--- config.mk ---
export PLATFORM = sky130hd
export DESIGN_NAME = fp_mult_result_q
export DESIGN_NICKNAME = d
export VERILOG_FILES = /design/src/rtl/fp_mult_pkg.sv /design/src/rtl/fp_res_fifo.sv /design/src/rtl/fp_mult_result_q.sv
export SDC_FILE = /design/constraint.sdc
export NUM_CORES = 1
export LEC_CHECK = 0
export CORE_MARGIN = 1.5
export CORE_UTILIZATION = 60
export CTS_BUF_LIST = sky130_fd_sc_hd__clkbuf_8 sky130_fd_sc_hd__clkbuf_16
export DETAILED_ROUTE_END_ITERATION = 8
export DONT_BUFFER_PORTS = 1
export GPL_ROUTABILITY_DRIVEN = 0
export PLACE_DENSITY = 0.76
export SKIP_LAST_GASP = 1
export SLEW_MARGIN = 30
export SYNTH_ARGS = -nofsm -noshare
export SYNTH_HDL_FRONTEND = slang
export SYNTH_SLANG_ARGS = --single-unit
--- constraint.sdc ---
create_clock -name clk -period 2.5 [get_ports clk]
set_input_delay 0.75 -clock clk [delete_from_list [all_inputs] [get_ports clk]]
set_output_delay 0.75 -clock clk [all_outputs]
set_load 0.005 [all_outputs]
--- src/rtl/fp_mult_pkg.sv ---
// Shared definitions for the FP multiplier and its downstream result stage.
package fp_mult_pkg;

    localparam int unsigned STATUS_W   = 8;
    localparam int unsigned FLAG_W     = 6;

    localparam int unsigned ST_ZERO    = 0;
    localparam int unsigned ST_INF     = 1;
    localparam int unsigned ST_NAN     = 2;
    localparam int unsigned ST_TINY    = 3;
    localparam int unsigned ST_HUGE    = 4;
    localparam int unsigned ST_INEXACT = 5;

    // One buffered multiplier result; the tag is appended by the user.
    typedef struct packed {
        logic [31:0]       z;
        logic [FLAG_W-1:0] flags;
    } fp_res_t;

    // The top two status bits carry no information and are dropped on entry.
    function automatic logic [FLAG_W-1:0] status_to_flags(input logic [STATUS_W-1:0] status);
        return status[FLAG_W-1:0];
    endfunction

endpackage

--- src/rtl/fp_res_fifo.sv ---
// Small synchronous FIFO: DEPTH entries, wrapping pointers, occupancy 0..DEPTH.
module fp_res_fifo #(
    parameter int unsigned DEPTH = 4,
    parameter int unsigned W     = 8,
    localparam int unsigned AW   = $clog2(DEPTH),
    localparam int unsigned LW   = AW + 1
) (
    input  logic          clk,
    input  logic          rst,
    input  logic          wr_en_i,
    input  logic [W-1:0]  wr_data_i,
    input  logic          rd_en_i,
    output logic [W-1:0]  rd_data_o,
    output logic [LW-1:0] level_o,
    output logic          full_o,
    output logic          empty_o
);

    logic [W-1:0]  mem_q [DEPTH];
    logic [AW-1:0] wr_ptr_q, wr_ptr_d;
    logic [AW-1:0] rd_ptr_q, rd_ptr_d;
    logic [LW-1:0] level_q, level_d;
    logic          wr, rd;

    assign full_o    = (level_q == LW'(DEPTH));
    assign empty_o   = (level_q == '0);
    assign level_o   = level_q;
    assign rd_data_o = mem_q[rd_ptr_q];

    assign wr = wr_en_i & ~full_o;
    assign rd = rd_en_i & ~empty_o;

    // Next pointer and occupancy values from this cycle's write/read.
    always_comb begin
        wr_ptr_d = wr ? wr_ptr_q + AW'(1) : wr_ptr_q;
        rd_ptr_d = rd ? rd_ptr_q + AW'(1) : rd_ptr_q;
        level_d  = level_q;
        unique case ({wr, rd})
            2'b10:   level_d = level_q + LW'(1);
            2'b01:   level_d = level_q - LW'(1);
            default: level_d = level_q;
        endcase
    end

    // Pointer and occupancy registers; reset discards any buffered entries.
    always_ff @(posedge clk or posedge rst) begin
        if (rst) begin
            wr_ptr_q <= '0;
            rd_ptr_q <= '0;
            level_q  <= '0;
        end else begin
            wr_ptr_q <= wr_ptr_d;
            rd_ptr_q <= rd_ptr_d;
            level_q  <= level_d;
        end
    end

    // Entry storage; contents are only observed through a valid head so no reset is needed.
    always_ff @(posedge clk) begin
        if (wr) begin
            mem_q[wr_ptr_q] <= wr_data_i;
        end
    end

endmodule

--- src/rtl/fp_mult_result_q.sv ---
// Result stage behind the FP multiplier: FIFO buffering, sticky exception flags, accept counter.
module fp_mult_result_q
    import fp_mult_pkg::*;
#(
    parameter int unsigned DEPTH = 4,
    parameter int unsigned TAG_W = 4,
    parameter int unsigned CNT_W = 16
) (
    input  logic                   clk,
    input  logic                   rst,
    input  logic                   in_valid,
    output logic                   in_ready,
    input  logic [31:0]            in_z,
    input  logic [STATUS_W-1:0]    in_status,
    input  logic [TAG_W-1:0]       in_tag,
    output logic                   out_valid,
    input  logic                   out_ready,
    output logic [31:0]            out_z,
    output logic [STATUS_W-1:0]    out_status,
    output logic [TAG_W-1:0]       out_tag,
    input  logic                   flags_clr,
    output logic [FLAG_W-1:0]      flags_acc,
    output logic [$clog2(DEPTH):0] level,
    output logic [CNT_W-1:0]       acc_count
);

    typedef struct packed {
        fp_res_t          res;
        logic [TAG_W-1:0] tag;
    } entry_t;

    entry_t            wr_entry, head;
    logic              full, empty;
    logic              push, pop;
    logic [FLAG_W-1:0] flags_q, flags_d;
    logic [CNT_W-1:0]  cnt_q, cnt_d;
    logic              unused_status_hi;

    assign unused_status_hi = ^in_status[STATUS_W-1:FLAG_W];

    // Acceptance depends only on registered occupancy, so a pop never frees a slot in the same cycle.
    assign in_ready  = ~full & ~rst;
    assign out_valid = ~empty;
    assign push      = in_valid & in_ready;
    assign pop       = out_valid & out_ready;

    assign wr_entry.res.z     = in_z;
    assign wr_entry.res.flags = status_to_flags(in_status);
    assign wr_entry.tag       = in_tag;

    fp_res_fifo #(
        .DEPTH (DEPTH),
        .W     ($bits(entry_t))
    ) u_fifo (
        .clk       (clk),
        .rst       (rst),
        .wr_en_i   (push),
        .wr_data_i (wr_entry),
        .rd_en_i   (pop),
        .rd_data_o (head),
        .level_o   (level),
        .full_o    (full),
        .empty_o   (empty)
    );

    // Head fields are forced to zero whenever nothing valid is presented.
    always_comb begin
        out_z      = '0;
        out_status = '0;
        out_tag    = '0;
        if (out_valid) begin
            out_z      = head.res.z;
            out_status = {{(STATUS_W-FLAG_W){1'b0}}, head.res.flags};
            out_tag    = head.tag;
        end
    end

    // Sticky flags: a clear wins over history but not over the entry accepted in the same cycle.
    always_comb begin
        flags_d = flags_clr ? '0 : flags_q;
        if (push) begin
            flags_d = flags_d | wr_entry.res.flags;
        end
        cnt_d = push ? cnt_q + CNT_W'(1) : cnt_q;
    end

    // Flag and counter registers.
    always_ff @(posedge clk or posedge rst) begin
        if (rst) begin
            flags_q <= '0;
            cnt_q   <= '0;
        end else begin
            flags_q <= flags_d;
            cnt_q   <= cnt_d;
        end
    end

    assign flags_acc = flags_q;
    assign acc_count = cnt_q;

endmodule

==> summary.md, run 1 <==
| Metric | Value |
|---|---|
| Post-synth EDFFs | 168 |
| Post-Synth Simple-Gate Area | 6.93% |
| Die W | 116 um |
| Yosys reg bits | 197 |
| Top-area cell type share of the netlist area | 65.3% |
| Failing checks | setup timing |
| Data required, critical path | 1.75 ns |
| Area of the core | 12600 um^2 |
| Antenna diode instance count | 0 |
| Number of cell rows | 41 |
| Initial Util | 61.4% |
| IO buf count | 0 |
| Worst path max stage delay | 0.53 ns |
| Clk slew on worst S/H paths | 0.06 ns |
| GRT Overall Usage | 20.5% |
| DP Worst Slack | 0.143 ns |
| Final Hold Viols | 0 |
| Post-synthesis cell type count | 30 |
| CP max stage cell | mux4_2 |
| Critical path class | flip-flop to output pin |
| Layout cell share with drive strength beyond 1 | 21.9% |
| Synth top area cells | edfxtp_1 (65%), mux4_2 (12%), dfrtp_1 (9.4%) |
| Total Power | 9.10 mW |
| DRC Markers | 0 |
| Layout Skew | 0.0109 ns |
| Yosys warns | 0 |
| Hold buffer count at cts | 0 |
| Max Slew Vio Count | 0 |
| CTS sink cnt | 197 |
| Endpoints failing setup | 32 |
| Static Leak | 2.97 nW |
| First-pass GRT wire length | 19.6 mm |
| Worst hold path class | primary input to asynchronous set/reset pin |
| Adder-cell share of the synthesized area | 1.23% |
| Xor and xnor fraction of the mapped netlist area | 2.38% |
| Async SR Flop Fraction | 14.7% |
| Routed WL | 12.9 mm |
| Slew HR | 47.2% |
| IO Pins | 120 |
| Worst slew pin tran | 0.791 ns |
| Sequential fraction of the synthesis area | 74.7% |
| Commonest cells in the synthesized netlist | edfxtp_1 (168), and2_1 (45), mux4_2 (42) |
| Crit start category | flip-flop |
| Initial antenna violation count | 0 |
| DR pass1 iterations | 4 |
| Wire per inst | 21.4 um |
| Largest family of logic cells by synthesized area | multiplexers |
| Die area | 13600 um^2 |
| CP top delay family | multiplexers |
| Buf/Inv on CP | 1 |
| Peak VDD IR | 0.563 mV |
| Max clock buf depth | 2 |
| CP max FO | 24 |
| CTS buffer count | 17 |
| Count leader, synth | edfxtp_1 |
| Status | complete, but fails checks |
| RSZ-0062 raised after global routing | yes |
| Mapped Area | 7720 um^2 |
| WHS | 0.360 ns |
| Top FF cell, synth | edfxtp_1 |
| Setup bufs post-CTS | 0 |
| Number of global-route vias before repair | 3643 |
| Largest net degree at the start of global routing | 44 |
| Layout area overhead | 11.4% |
| Vias | 3484 |
| Area leader, netlist | edfxtp_1 |
| Die Y | 116 um |
| Compound-cell area share of the yosys netlist | 0.454% |
| H-tree levels | 4 |
| Proportion of synthesized area in mux cells | 12.4% |
| GRT Residual Overflow | 0 |
| Worst-Skew Late Latency | 0.43 ns |
| Crit path arrival time | 1.81 ns |
| Minimum clock period | 2.56 ns |
| ANT nets after route | 0 |
| Synthesized instance count | 399 |
| Initial DRC count | 188 |
| Post-DP HPWL | 8.16 mm |
| Layout fillers | 816 |
| Max Clk Rate | 0.391 GHz |
| CTS root buffer | clkbuf_16 |
| Via density | 5.79 |
| Syn avg cell area | 19.4 um^2 |
| Final worst-path cycle share | 102% |
| Max Cap Violations | 0 |
| Endpoint class of the critical path | output pin |
| Worst-path cell chain | buf_12 > mux4_2 > and2_1 |
| Pwr dens | 1060 nW/um^2 |
| CTS tree | built |
| Worst setup margin | -0.0552 ns |
| Fin nets | 473 |
[cell families (layout without fill, tap and decap cells)]
group / Yosys count / count (layout)
xor+xnor: 21 / 21
buf+inv: 31 / 61
compound gates: 7 / 7
mux: 43 / 43
flops: 197 / 197
fa+ha+maj: 7 / 7
simple gates: 92 / 92
other cells: 1 / 2
[final cells by class]
cell class	instances	area (um^2)	area share (%)
clock buffers	19	453	5.27
flip-flops and latches	197	5770	67.1
well taps	172	215	2.50
repair buffers	16	174	2.02
inverters	13	48.8	0.567
clock inverters	13	120	1.40
multi-input cells	172	1820	21.1
[where the power goes]
group	internal, mW	switching (mW)
Clock	1.50	1.07
Combinational	1.17	1.18
Sequential	3.99	0.182
Total	6.66	2.43
[flip-flops by register name (all words and copies together), names as in the netlist]
| signal | flops |
|---|---|
| acc_count | 16 |
| flags_acc | 6 |
| u_fifo.level_o | 3 |
| u_fifo.mem_q | 168 |
| u_fifo.rd_ptr_q | 2 |
| u_fifo.wr_ptr_q | 2 |
[worst reg2reg max path: stages (launching register included)]
cell and delay [ns]:
dfrtp_1 0.44, or3b_1 0.45, and2_1 0.18, inv_2 0.11
ha_1 0.19, inv_1 0.06, fa_1 0.38, xor2_1 0.15
nor2_1 0.12, xor2_1 0.15
[timing repair]
action	4_1_cts	5_1_grt
setup endpoints to repair	42	42
resized for setup	1	0
hold endpoints to repair	0	0
[through the flow]
step / TNS (ns) / area, um^2 / util [%] / cells
finish: -0.907 / 8600 / 68.4 / 602
global route: -3.88 / 8600 / 68.4 / 602
global placement: 0 / 8030 / 63.9 / 570
detailed placement: 0 / 8030 / 63.9 / 570
floorplan: 0 / 7730 / - / 400
CTS: -2.53 / 8600 / 68.4 / 602
[final timing paths]
check,slack (ns),depth (start not counted),to,from
hold / removal,0.36,1,acc_count[3],rst
setup reg to reg,0.19,9,u_fifo.level_o[2],u_fifo.level_o[1]
setup / recovery,-0.06,3,out_status[5],u_fifo.rd_ptr_q[0]
max in group asynchronous,1.51,2,acc_count[14],rst
hold reg to reg,0.50,1,acc_count[15],acc_count[15]
min in group clk,0.41,0,u_fifo.mem_q[2][24],in_z[14]
[placed cells by master, fill, tap and decap left out, types with 3 or more instances in the layout]
master / Yosys / final
inv_1: 12 / 16
xor2_1: 10 / 10
buf_12: 0 / 4
clkbuf_16: 0 / 17
and3_2: 0 / 4
nand2_1: 16 / 16
and2_1: 45 / 45
mux4_2: 42 / 42
ha_1: 6 / 6
nor2_1: 7 / 7
nand3_1: 4 / 4
o21ai_0: 7 / 7
dfrtp_1: 29 / 27
clkinvlp_4: 0 / 3
edfxtp_1: 168 / 168
nor3_1: 3 / 3
xnor2_1: 11 / 11
buf_4: 6 / 11
[layer usage]
metal  wire length, um  share of wire, %  GRT usage, %
met5                 0                 0             0
met4               180               1.4          8.21
met3               920               7.1          7.42
met2              6500                51          33.6
met1              5260                41          25.1
No activity file was read; power rests on OpenSTA's default activity.
==> inputs of run 2 (changes only) <==
--- a/config.mk
+++ b/config.mk
@@ -12,6 +12,7 @@
 export DONT_BUFFER_PORTS = 1
 export GPL_ROUTABILITY_DRIVEN = 0
 export PLACE_DENSITY = 0.76
+export SKIP_CTS_REPAIR_TIMING = 1
 export SKIP_LAST_GASP = 1
 export SLEW_MARGIN = 30
 export SYNTH_ARGS = -nofsm -noshare
==> run 2 against run 1 <==
Effect of this change:
- the flow still finishes with violations (setup timing)
- clock power about the same
- fmax about the same
- combinational power about the same
- clock skew about the same
- non-clock buffer count unchanged
- total power about the same
- worst setup slack about the same
- sequential share of layout area unchanged
- global-route usage about the same
- worst hold slack improved by 0.00087 ns
- utilization unchanged
- via count decreased by 0.49%
- critical endpoint unchanged
- largest cell class unchanged
- highest routed layer unchanged
==> summary.md, run 2 (same netlist as run 1, synthesis figures left out) <==
| Metric | Value |
|---|---|
| IO buf count | 0 (unchanged) |
| Final worst-path cycle share | 102% (about the same) |
| Data required, critical path | 1.75 ns (about the same) |
| CP top delay family | multiplexers |
| Die Y | 116 um (unchanged) |
| Max FFs per register | 168 (unchanged) |
| DR pass1 iterations | 4 (unchanged) |
| Worst path max stage delay | 0.53 ns (about the same) |
| Crit start category | flip-flop |
| Layout fillers | 816 (unchanged) |
| Slew HR | 47.1% (-0.089 points) |
| Final Hold Viols | 0 (unchanged) |
| Vias | 3467 (-0.49%) |
| GRT Overall Usage | 20.5% (about the same) |
| H-tree levels | 4 (unchanged) |
| IO Pins | 120 (unchanged) |
| Post-DP HPWL | 8.16 mm (unchanged) |
| ANT nets after route | 0 (unchanged) |
| Largest net degree at the start of global routing | 44 (unchanged) |
| Antenna diode instance count | 0 (unchanged) |
| Area of the core | 12600 um^2 (unchanged) |
| Layout area overhead | 11.4% (unchanged) |
| CTS root buffer | clkbuf_16 |
| Via density | 5.76 (-0.49%) |
| Max clock buf depth | 2 (unchanged) |
| Wire per inst | 21.3 um (-0.24%) |
| Static Leak | 2.97 nW (unchanged) |
| Endpoints failing setup | 31 (-3.1%) |
| First-pass GRT wire length | 19.6 mm (unchanged) |
| Multi-input gate area | 1820 um^2 (unchanged) |
| Final Non-Filler Cells | 602 (unchanged) |
| Layout Skew | 0.0110 ns (+0.000108 ns) |
| Minimum clock period | 2.56 ns (+0.000416 ns) |
| Worst-path cell chain | buf_12 > mux4_2 > and2_1 |
| Top reg by flops | u_fifo.mem_q |
| Max Slew Vio Count | 0 (unchanged) |
| Die area | 13600 um^2 (unchanged) |
| Setup_tns | -0.892 ns (+0.0152 ns) |
| CTS sink cnt | 197 (unchanged) |
| Die W | 116 um (unchanged) |
| Initial Util | 61.4% (unchanged) |
| Initial DRC count | 174 (-7.4%) |
| Initial antenna violation count | 0 (unchanged) |
| Fin nets | 473 (unchanged) |
| FF-to-FF End | u_fifo.level_o[2] |
| Max Cap Violations | 0 (unchanged) |
| Number of cell rows | 41 (unchanged) |
| Buf/Inv on CP | 1 (unchanged) |
| CP max FO | 24 (unchanged) |
| Worst setup margin | -0.0557 ns (-0.000416 ns) |
| Worst hold path class | primary input to asynchronous set/reset pin |
| Total Power | 9.09 mW (about the same) |
| Crit Reg-Reg Startpoint | u_fifo.level_o[1] |
| Routed WL | 12.8 mm (-0.24%) |
| WHS | 0.361 ns (+0.000866 ns) |
| Commonest non-fill, non-tap cells in the layout | edfxtp_1 (168), and2_1 (45), mux4_2 (42) |
| CTS tree | built |
| Layout cell share with drive strength beyond 1 | 21.9% (unchanged) |
| Failing checks | setup timing |
| FF-to-FF setup slack | 0.19 ns (about the same) |
| Endpoint class of the critical path | output pin |
| Commonest non-fill, non-tap cell in the layout | edfxtp_1 |
| Critical path class | flip-flop to output pin |
| R2R depth | 9 (unchanged) |
| Sequential cell area | 5770 um^2 (unchanged) |
| Worst-Skew Late Latency | 0.43 ns (about the same) |
| Peak VDD IR | 0.563 mV (about the same) |
| Worst slew pin tran | 0.792 ns (+0.00133 ns) |
| CP max stage cell | mux4_2 |
| Clk slew on worst S/H paths | 0.06 ns (about the same) |
| RSZ-0062 raised after global routing | yes |
| Max Clk Rate | 0.391 GHz (about the same) |
| Status | complete, but fails checks |
| Pwr dens | 1060 nW/um^2 (about the same) |
| DRC Markers | 0 (unchanged) |
| GRT Residual Overflow | 0 (unchanged) |
| Crit path arrival time | 1.81 ns (about the same) |
| Number of global-route vias before repair | 3637 (-0.16%) |
| CTS buffer count | 17 (unchanged) |
| Placed Cells | 570 (unchanged) |
run 2: cell counts in the layout (fill, tap and decap cells not counted):
Identical to the previous run, type by type.
run 2: worst max path at each step:
stage,startpoint,end,slack [ns],depth (start not counted)
4_1_cts,u_fifo.rd_ptr_q[0],out_z[18],-0.10,3
5_1_grt,u_fifo.rd_ptr_q[0],out_z[18],-0.13,3
3_5_place_dp,in_valid,u_fifo.level_o[2],0.14,9
3_3_place_gp,in_valid,u_fifo.level_o[2],0.19,9
2_1_floorplan,in_valid,u_fifo.mem_q[0][0],0.07,2
6_report,u_fifo.rd_ptr_q[0],out_status[5],-0.06,3
run 2: metal layers:
metal	track usage (%)	routed length, um
met2	33.6	6470
met3	7.42	904
met4	8.21	180
met1	25.2	5290
met5	0	0
run 2: through the flow:
step | setup WS (ns) | utilization [%] | area (um^2)
2_1_floorplan | 0.0650 | - | 7730
3_3_place_gp | 0.192 | 63.9 | 8030
3_5_place_dp | 0.143 | 63.9 | 8030
4_1_cts | -0.101 | 68.4 | 8600
5_1_grt | -0.129 | 68.4 | 8600
6_report | -0.0557 | 68.4 | 8600
run 2: area by class of cell:
type | count | share of cell area, %
repair buffers | 16 | 2.02
well taps | 172 | 2.50
multi-input cells | 172 | 21.1
inverters | 13 | 0.567
clock inverters | 13 | 1.40
flip-flops and latches | 197 | 67.1
clock buffers | 19 | 5.27
run 2: where the power goes:
part	leakage, nW	internal [mW]	switching (mW)
clock network	0.287	1.50	1.07
logic	0.787	1.17	1.17
registers	1.90	3.99	0.182
total	2.97	6.66	2.43
==> inputs of run 3 (changes only) <==
--- a/config.mk
+++ b/config.mk
@@ -8,6 +8,7 @@
 export CORE_MARGIN = 1.5
 export CORE_UTILIZATION = 60
 export CTS_BUF_LIST = sky130_fd_sc_hd__clkbuf_8 sky130_fd_sc_hd__clkbuf_16
+export CTS_CLUSTER_SIZE = 40
 export DETAILED_ROUTE_END_ITERATION = 8
 export DONT_BUFFER_PORTS = 1
 export GPL_ROUTABILITY_DRIVEN = 0
==> results of run 3 <==
Same layout as run 2: the final DEF is identical, and so are final timing and power.
